## config.mk

```make
export PLATFORM = sky130hd
export DESIGN_NAME = mul_issue
export DESIGN_NICKNAME = d
export VERILOG_FILES = /design/src/rtl/mul_issue.sv
export SDC_FILE = /design/constraint.sdc
export NUM_CORES = 1
export LEC_CHECK = 0
export CORE_MARGIN = 5
export CORE_UTILIZATION = 37
export CTS_BUF_LIST = sky130_fd_sc_hd__clkbuf_8
export CTS_CLUSTER_DIAMETER = 40
export CTS_CLUSTER_SIZE = 16
export DETAILED_ROUTE_END_ITERATION = 16
export PLACE_DENSITY = 0.8
export SKIP_CTS_REPAIR_TIMING = 1
export SYNTH_ARGS = -nofsm -noshare
export SYNTH_HDL_FRONTEND = slang
export SYNTH_SLANG_ARGS = --single-unit
```

## constraint.sdc

```tcl
create_clock -name clk -period 1.6 [get_ports clk]
set_input_delay 0.32 -clock clk [delete_from_list [all_inputs] [get_ports clk]]
set_output_delay 0.32 -clock clk [all_outputs]
set_load 0.02 [all_outputs]
```

## src/rtl/mul_issue.sv

```systemverilog
// mul_issue: execute-stage controller for an iterative multiplier core.
//
// Takes MUL/MULW requests from execute and holds the pipeline (stall) while the
// core works. It drives the core's valid/a/b/resetn, waits for the done
// handshake and registers the low WORD_BITS of the product. For MULW it
// sign-extends the low half-word. The result goes back to execute as a
// one-cycle resp_valid pulse.
//
// Ports:
//   clk, reset           clock, synchronous active-high reset
//   req_valid, req_word  request strobe (held until resp_valid), 0=MUL 1=MULW
//   src1, src2           operands
//   flush                kills the in-flight op; no response is produced for it
//   stall                execute must hold
//   resp_valid           one-cycle result strobe
//   resp_data            result, held until the next capture
//   mul_valid, mul_resetn, mul_a, mul_b   to the multiplier core
//   mul_done, mul_c                       from the multiplier core
//
// Build option:
//   MUL_FASTPATH_EN  when defined, an op whose prepared operand a or b is zero
//                    skips the core and returns 0 two cycles after accept.
module mul_issue #(
  parameter int WORD_BITS = 64
) (
  input  logic                 clk,
  input  logic                 reset,
  input  logic                 req_valid,
  input  logic                 req_word,
  input  logic [WORD_BITS-1:0] src1,
  input  logic [WORD_BITS-1:0] src2,
  input  logic                 flush,
  output logic                 stall,
  output logic                 resp_valid,
  output logic [WORD_BITS-1:0] resp_data,
  output logic                 mul_valid,
  output logic                 mul_resetn,
  output logic [WORD_BITS-1:0] mul_a,
  output logic [WORD_BITS-1:0] mul_b,
  input  logic                 mul_done,
  input  logic [WORD_BITS-1:0] mul_c
);

  localparam int HALF = WORD_BITS / 2;

  typedef enum logic [2:0] {
    S_IDLE    = 3'd0,
    S_LAUNCH  = 3'd1,
    S_WAIT    = 3'd2,
    S_CAPTURE = 3'd3
`ifdef MUL_FASTPATH_EN
    , S_FAST  = 3'd4
`endif
  } state_t;

  function automatic logic signed [WORD_BITS-1:0] sext_half(input logic [WORD_BITS-1:0] x);
    logic signed [HALF-1:0] lo;
    lo = x[HALF-1:0];
    return WORD_BITS'(lo);
  endfunction

  function automatic logic [WORD_BITS-1:0] prep_operand(input logic               word,
                                                        input logic [WORD_BITS-1:0] x);
    return word ? sext_half(x) : x;
  endfunction

  state_t                 state_q, state_d;
  logic [WORD_BITS-1:0]   op_a_q, op_a_d;
  logic [WORD_BITS-1:0]   op_b_q, op_b_d;
  logic                   word_q, word_d;
  logic                   resp_valid_q, resp_valid_d;
  logic [WORD_BITS-1:0]   resp_data_q, resp_data_d;
  logic [WORD_BITS-1:0]   a_prep, b_prep;

  assign mul_resetn = ~(reset | flush);
  assign stall      = req_valid & ~resp_valid_q;
  // The core's sign fix-up reads a/b combinationally, so they come straight
  // from the operand registers and stay put until the op is captured.
  assign mul_a      = op_a_q;
  assign mul_b      = op_b_q;
  assign resp_valid = resp_valid_q;
  assign resp_data  = resp_data_q;

  always_comb begin
    state_d      = state_q;
    op_a_d       = op_a_q;
    op_b_d       = op_b_q;
    word_d       = word_q;
    resp_valid_d = 1'b0;
    resp_data_d  = resp_data_q;
    mul_valid    = 1'b0;
    a_prep       = prep_operand(req_word, src1);
    b_prep       = prep_operand(req_word, src2);

    case (state_q)
      S_IDLE: begin
        // While resp_valid is high execute still presents the finished op.
        if (req_valid && !resp_valid_q && !flush) begin
          op_a_d  = a_prep;
          op_b_d  = b_prep;
          word_d  = req_word;
          state_d = S_LAUNCH;
`ifdef MUL_FASTPATH_EN
          if (a_prep == '0 || b_prep == '0) begin
            state_d = S_FAST;
          end
`endif
        end
      end
      S_LAUNCH: begin
        mul_valid = ~reset;
        state_d   = S_WAIT;
      end
      S_WAIT: begin
        // done is also high while the core idles, so it is only trusted here.
        if (mul_done) begin
          state_d = S_CAPTURE;
        end
      end
      S_CAPTURE: begin
        resp_data_d  = word_q ? sext_half(mul_c) : mul_c;
        resp_valid_d = 1'b1;
        state_d      = S_IDLE;
      end
`ifdef MUL_FASTPATH_EN
      S_FAST: begin
        resp_data_d  = '0;
        resp_valid_d = 1'b1;
        state_d      = S_IDLE;
      end
`endif
      default: state_d = S_IDLE;
    endcase

    if (flush) begin
      state_d      = S_IDLE;
      resp_valid_d = 1'b0;
      resp_data_d  = resp_data_q;
    end
  end

  // ---- state / operand / result registers ----
  always_ff @(posedge clk) begin
    if (reset) begin
      state_q      <= S_IDLE;
      op_a_q       <= '0;
      op_b_q       <= '0;
      word_q       <= 1'b0;
      resp_valid_q <= 1'b0;
      resp_data_q  <= '0;
    end else begin
      state_q      <= state_d;
      op_a_q       <= op_a_d;
      op_b_q       <= op_b_d;
      word_q       <= word_d;
      resp_valid_q <= resp_valid_d;
      resp_data_q  <= resp_data_d;
    end
  end

endmodule

```

==> results of run 1 <==
## path summary, 6_finish.rpt
path	to	slack [ns]	depth (start not counted)
hold / removal	state_q[0]	0.24	4
hold reg to reg	resp_data[20]	0.46	2
setup reg to reg	mul_a[54]	-0.13	8
setup / recovery	mul_a[54]	-0.13	9
## cell families after synthesis
family / after synthesis
compound gates: 260
fa+ha+maj: 4
buf+inv: 85
flops: 196
mux: 2
simple gates: 335
## state kept, by name, summed over array words and instances, names as in the netlist
register,flops
mul_a,64
mul_b,64
resp_data,64
state_q,2
resp_valid,1
word_q,1
## power groups by stage
stage	sequential (mW)	combinational, mW	clock, mW
finish	5.19	2.38	3.36
global route	5.21	2.51	3.64
CTS	5.18	2.04	3.45
detailed placement	5.29	2.03	0
global placement	5.29	2.01	0
floorplan	5.53	0.658	0
## metrics by stage
stage	utilization, %	total power, mW	cells
3_3_place_gp	59.7	7.29	1509
2_1_floorplan	-	6.18	882
6_report	69.7	10.9	1575
4_1_cts	61.7	10.7	1541
3_5_place_dp	59.7	7.33	1509
5_1_grt	69.7	11.4	1575
## layout by cell type (no fill, tap or decap), types with 4 or more instances in the layout
| cell | instances |
|---|---|
| buf_8 | 6 |
| dlymetal6s2s_1 | 193 |
| a21oi_2 | 41 |
| clkdlybuf4s50_1 | 195 |
| nor2_1 | 69 |
| inv_6 | 4 |
| buf_12 | 24 |
| nand2_2 | 14 |
| a211oi_2 | 57 |
| dfxtp_1 | 193 |
| buf_6 | 13 |
| nand2b_1 | 32 |
| a211oi_1 | 39 |
| clkbuf_8 | 18 |
| nor2_4 | 4 |
| buf_4 | 27 |
| nand2_4 | 14 |
| inv_8 | 4 |
| nor2_2 | 25 |
| nand2_1 | 168 |
| clkbuf_16 | 11 |
| a21oi_1 | 122 |
## worst max-delay path, stage by stage
cell,delay (ns)
clkdlybuf4s50_1,0.47
buf_4,0.14
nor4bb_4,0.36
buf_12,0.17
buf_12,0.13
buf_12,0.10
clkbuf_16,0.14
nor2_1,0.05
a211oi_1,0.22
## layout make-up
class / count / area [um2]
Fill cell: 1413 / 6120
Timing Repair Buffer: 473 / 5630
Sequential cell: 196 / 3930
Multi-Input combinational cell: 601 / 3730
Tap cell: 270 / 338
Clock buffer: 18 / 248
Clock inverter: 14 / 164
Inverter: 3 / 13.8
## layer usage
layer	up-vias	global-route usage [%]	wire (um)
met3	45	7.92	2310
met5	-	0	0
met2	328	37.6	15200
met4	0	6.83	752
li1	3785	-	-
met1	3817	22.4	11000
==> out/results.tsv, run 1 <==
metric	value	unit
status	complete, but fails checks	
failed_checks	negative setup slack	
drt_iter0_drc	399	
power_frac_seq	47.5	%
place.gp.congestion	0.791	
drv_cap	0	
drc	0	
hold_viol_final	0	
n_antenna_cell	0	
synth_top_family_by_area	compound AO/OA/AOI/OAI gates	
die_area	23300	um2
yosysWarnings	0	
vias	7975	
cts_sinks	196	
setup_viol	25	
routed_wl	29300	um
async_flop_share	0	%
clk_latency	0.47	ns
fmax	0.578	GHz
detail-route-antenna-nets	0	
syn_to_final_growth	86.4	%
cts_inserted_buffers	17	
wl_per_cell	18.6	um
crit_start	req_valid	
yosys.area.top_type	dfxtp_1	
worst_clock_skew	0.0194	ns
ys_seq_area_share	52.0	%
synth.top_cell.area_share	52.0	%
r2r-start	resp_valid	
syn_nets	1084	
antenna_found_initial	0	
synth_area_leaders	dfxtp_1 52%, a21oi_1 11%, nand2_1 9.8%, a211oi_2 6.8%, a211oi_1 5.5%	
dpl_cell_area	12000	um2
crit_fanout	7	
post-dp-hpwl	19100	um
rows	52	
syn-cell-area	7540	um2
max-vdd-ir-drop	531	uV
initial_core_util	37.4	%
switching_share	29.5	%
syn_area_per_cell	8.55	um2
maxSlewViolCount	0	
endpoint_kind	flop	
slew_headroom	46.1	%
finalCritPeriodShare	108	%
clkSlewWorstSetupHoldPaths	0.11	ns
cts_tree	done	
synth-edff-count	0	
internal_power	7.70	mW
critical_path_class	input pin to flop	
arrival	2.11	ns
p_leak	8.12	nW
htree_levels	4	
hold_class	input pin to flop	
synthMuxAreaShare	0.266	%
grt_pass1_vias	7428	
power.switching	3.22	mW
grt_remaining_overflow	0	
cts_buffer_depth	2	
comb_power_share	21.8	%
required	1.98	ns
root_buffer	clkbuf_8	
core	20200	um2
pwr_density_cell	777	nW/um2
io_pins	394	
tightest_slew	0.808	ns
ys.flop_type	dfxtp_1	
period_needed	1.73	ns
nets	1494	
grt_max_degree	87	
die_h	153	um
design_area	14100	um2
rsz0062_at_grt	yes	
yosys.area_share.adder	0.664	%
startpoint_type	input pin	
synthXorXnorAreaFrac	0	%
synth_compound_area_share	23.3	%
yosys.area_share.simple	18.2	%
grtUsageTotal	20.8	%
place_ws	-0.480	ns
setup_slack	-0.130	ns
io_buffers	393	
drive_above_1_share	21.8	%
ys_seq_elements	196	
whs	0.243	ns
min_from	reset	
grt_pass1_wl	39500	um
syn_inst	882	
yosys-top-cells-count	196 x dfxtp_1, 196 x nand2_1, 163 x a21oi_1, 98 x nor2_1, 55 x a211oi_1	
pwr-share-clk	30.7	%
drt-vias-per-instance	5.06	
yosysUniqueCellTypes	22	
fp.dieW	153	um
finalSetupTns	-0.733	ns
first_pass_iters	5	
Note: power is estimated with default switching activity, not from simulation.
==> run 2, diff against run 1 <==
--- a/config.mk
+++ b/config.mk
@@ -11,6 +11,7 @@
 export CTS_CLUSTER_DIAMETER = 40
 export CTS_CLUSTER_SIZE = 16
 export DETAILED_ROUTE_END_ITERATION = 16
+export MAX_ROUTING_LAYER = met4
 export PLACE_DENSITY = 0.8
 export SKIP_CTS_REPAIR_TIMING = 1
 export SYNTH_ARGS = -nofsm -noshare
==> out/results.tsv, run 2 (same netlist as run 1, synthesis figures left out) <==
metric	value	unit
grt_max_degree	87	
n_antenna_cell	0	
io_pins	394	
p_leak	8.12	nW
instances_no_fill	1575	
clkSlewWorstSetupHoldPaths	0.12	ns
drv_cap	0	
design_area	14000	um2
die_area	23300	um2
worst_clock_skew	0.0185	ns
power	10.9	mW
critical_path_class	input pin to flop	
failed_checks	negative setup slack	
startpoint_type	input pin	
post-dp-hpwl	19100	um
grt_pass1_vias	7470	
initial_core_util	37.4	%
vias	7949	
crit_top_cell	buf_12	
cp_slowest_cell	clkdlybuf4s50_1	
dpl_cell_area	12000	um2
rows	52	
pwr_density_cell	779	nW/um2
place_ws	-0.480	ns
finalCritPeriodShare	108	%
drc	0	
slew_headroom	45.9	%
io_buffers	393	
crit_buf_inv	6	
grtUsageTotal	21.5	%
required	1.99	ns
crit_chain	clkdlybuf4s50_1 > buf_4 > nor4bb_4 > buf_12 > buf_12 > buf_12 > clkbuf_16 > nor2_1 > a211oi_1	
drive_above_1_share	21.7	%
max-vdd-ir-drop	534	uV
slowest_delay	0.47	ns
tightest_slew	0.811	ns
endpoint_kind	flop	
htree_levels	4	
routed_wl	29400	um
status	complete, but fails checks	
cts_buffer_depth	2	
maxSlewViolCount	0	
grt_pass1_wl	39400	um
arrival	2.12	ns
cts_tree	done	
hold_class	input pin to flop	
layout_common_cells	195 x clkdlybuf4s50_1, 193 x dlymetal6s2s_1, 193 x dfxtp_1, 168 x nand2_1, 122 x a21oi_1	
wl_per_cell	18.6	um
cts_sinks	196	
setup_slack	-0.127	ns
placed_cells	1509	
detail-route-antenna-nets	0	
core	20200	um2
crit_family	buffers and inverters	
hold_viol_final	0	
antenna_found_initial	0	
final_common_cell	clkdlybuf4s50_1	
clk_latency	0.47	ns
drt_iter0_drc	358	
place.gp.congestion	0.804	
crit_fanout	7	
root_buffer	clkbuf_8	
die_h	153	um
rsz0062_at_grt	yes	
grt_remaining_overflow	0	
setup_viol	23	
fp.dieW	153	um
first_pass_iters	4	
drt-vias-per-instance	5.05	
period_needed	1.73	ns
syn_to_final_growth	86.3	%
fmax	0.579	GHz
nets	1494	
finalSetupTns	-0.720	ns
cts_inserted_buffers	17	
==> run 2: cell types whose count changed in the layout (fill, tap and decap cells not counted) <==
cell	previous run	this run
a211oi_2	57	56
a211oi_1	39	40
nor2_1	69	70
nor2_2	25	24
==> run 2: final timing paths <==
check / slack, ns / cells past startpoint / endpoint / from
hold / removal: 0.24 / 4 / state_q[0] / reset
setup / recovery: -0.13 / 9 / mul_a[54] / req_valid
setup reg to reg: -0.12 / 8 / mul_a[54] / resp_valid
hold reg to reg: 0.46 / 2 / resp_data[20] / resp_data[20]
==> run 2: area by class of cell <==
cell class	instances	area [um2]
clock buffers	18	248
flip-flops and latches	196	3930
multi-input cells	601	3720
repair buffers	473	5630
fillers	1419	6120
inverters	3	13.8
well taps	270	338
clock inverters	14	164
==> run 2: power breakdown <==
group	internal (mW)	total, mW	switching (mW)	leakage, nW
clock network	1.36	3.37	2.01	0.213
logic	1.26	2.38	1.12	6.31
registers	5.08	5.19	0.113	1.60
total	7.70	10.9	3.23	8.12
==> run 2: through the flow <==
stage	hold WS [ns]	utilization [%]
after floorplan	0.456	-
after global placement	0.440	59.7
after detailed placement	0.446	59.7
after CTS	0.208	61.7
after global routing	0.201	69.6
final	0.237	69.6
==> run 2: tightest hold or removal path, cell delays in order <==
cell and delay [ns]:
buf_6 0.07, nor2_2 0.03, buf_4 0.13, o221a_2 0.11
==> run 2: metal layers <==
metal,up-vias,track usage [%],routed length (um),share of wire (%)
met5,-,-,0,0
met1,3785,23.2,11300,38
met4,0,6.96,951,3.2
li1,3780,-,-,-
met3,65,6.76,1970,6.7
met2,319,37.6,15200,52
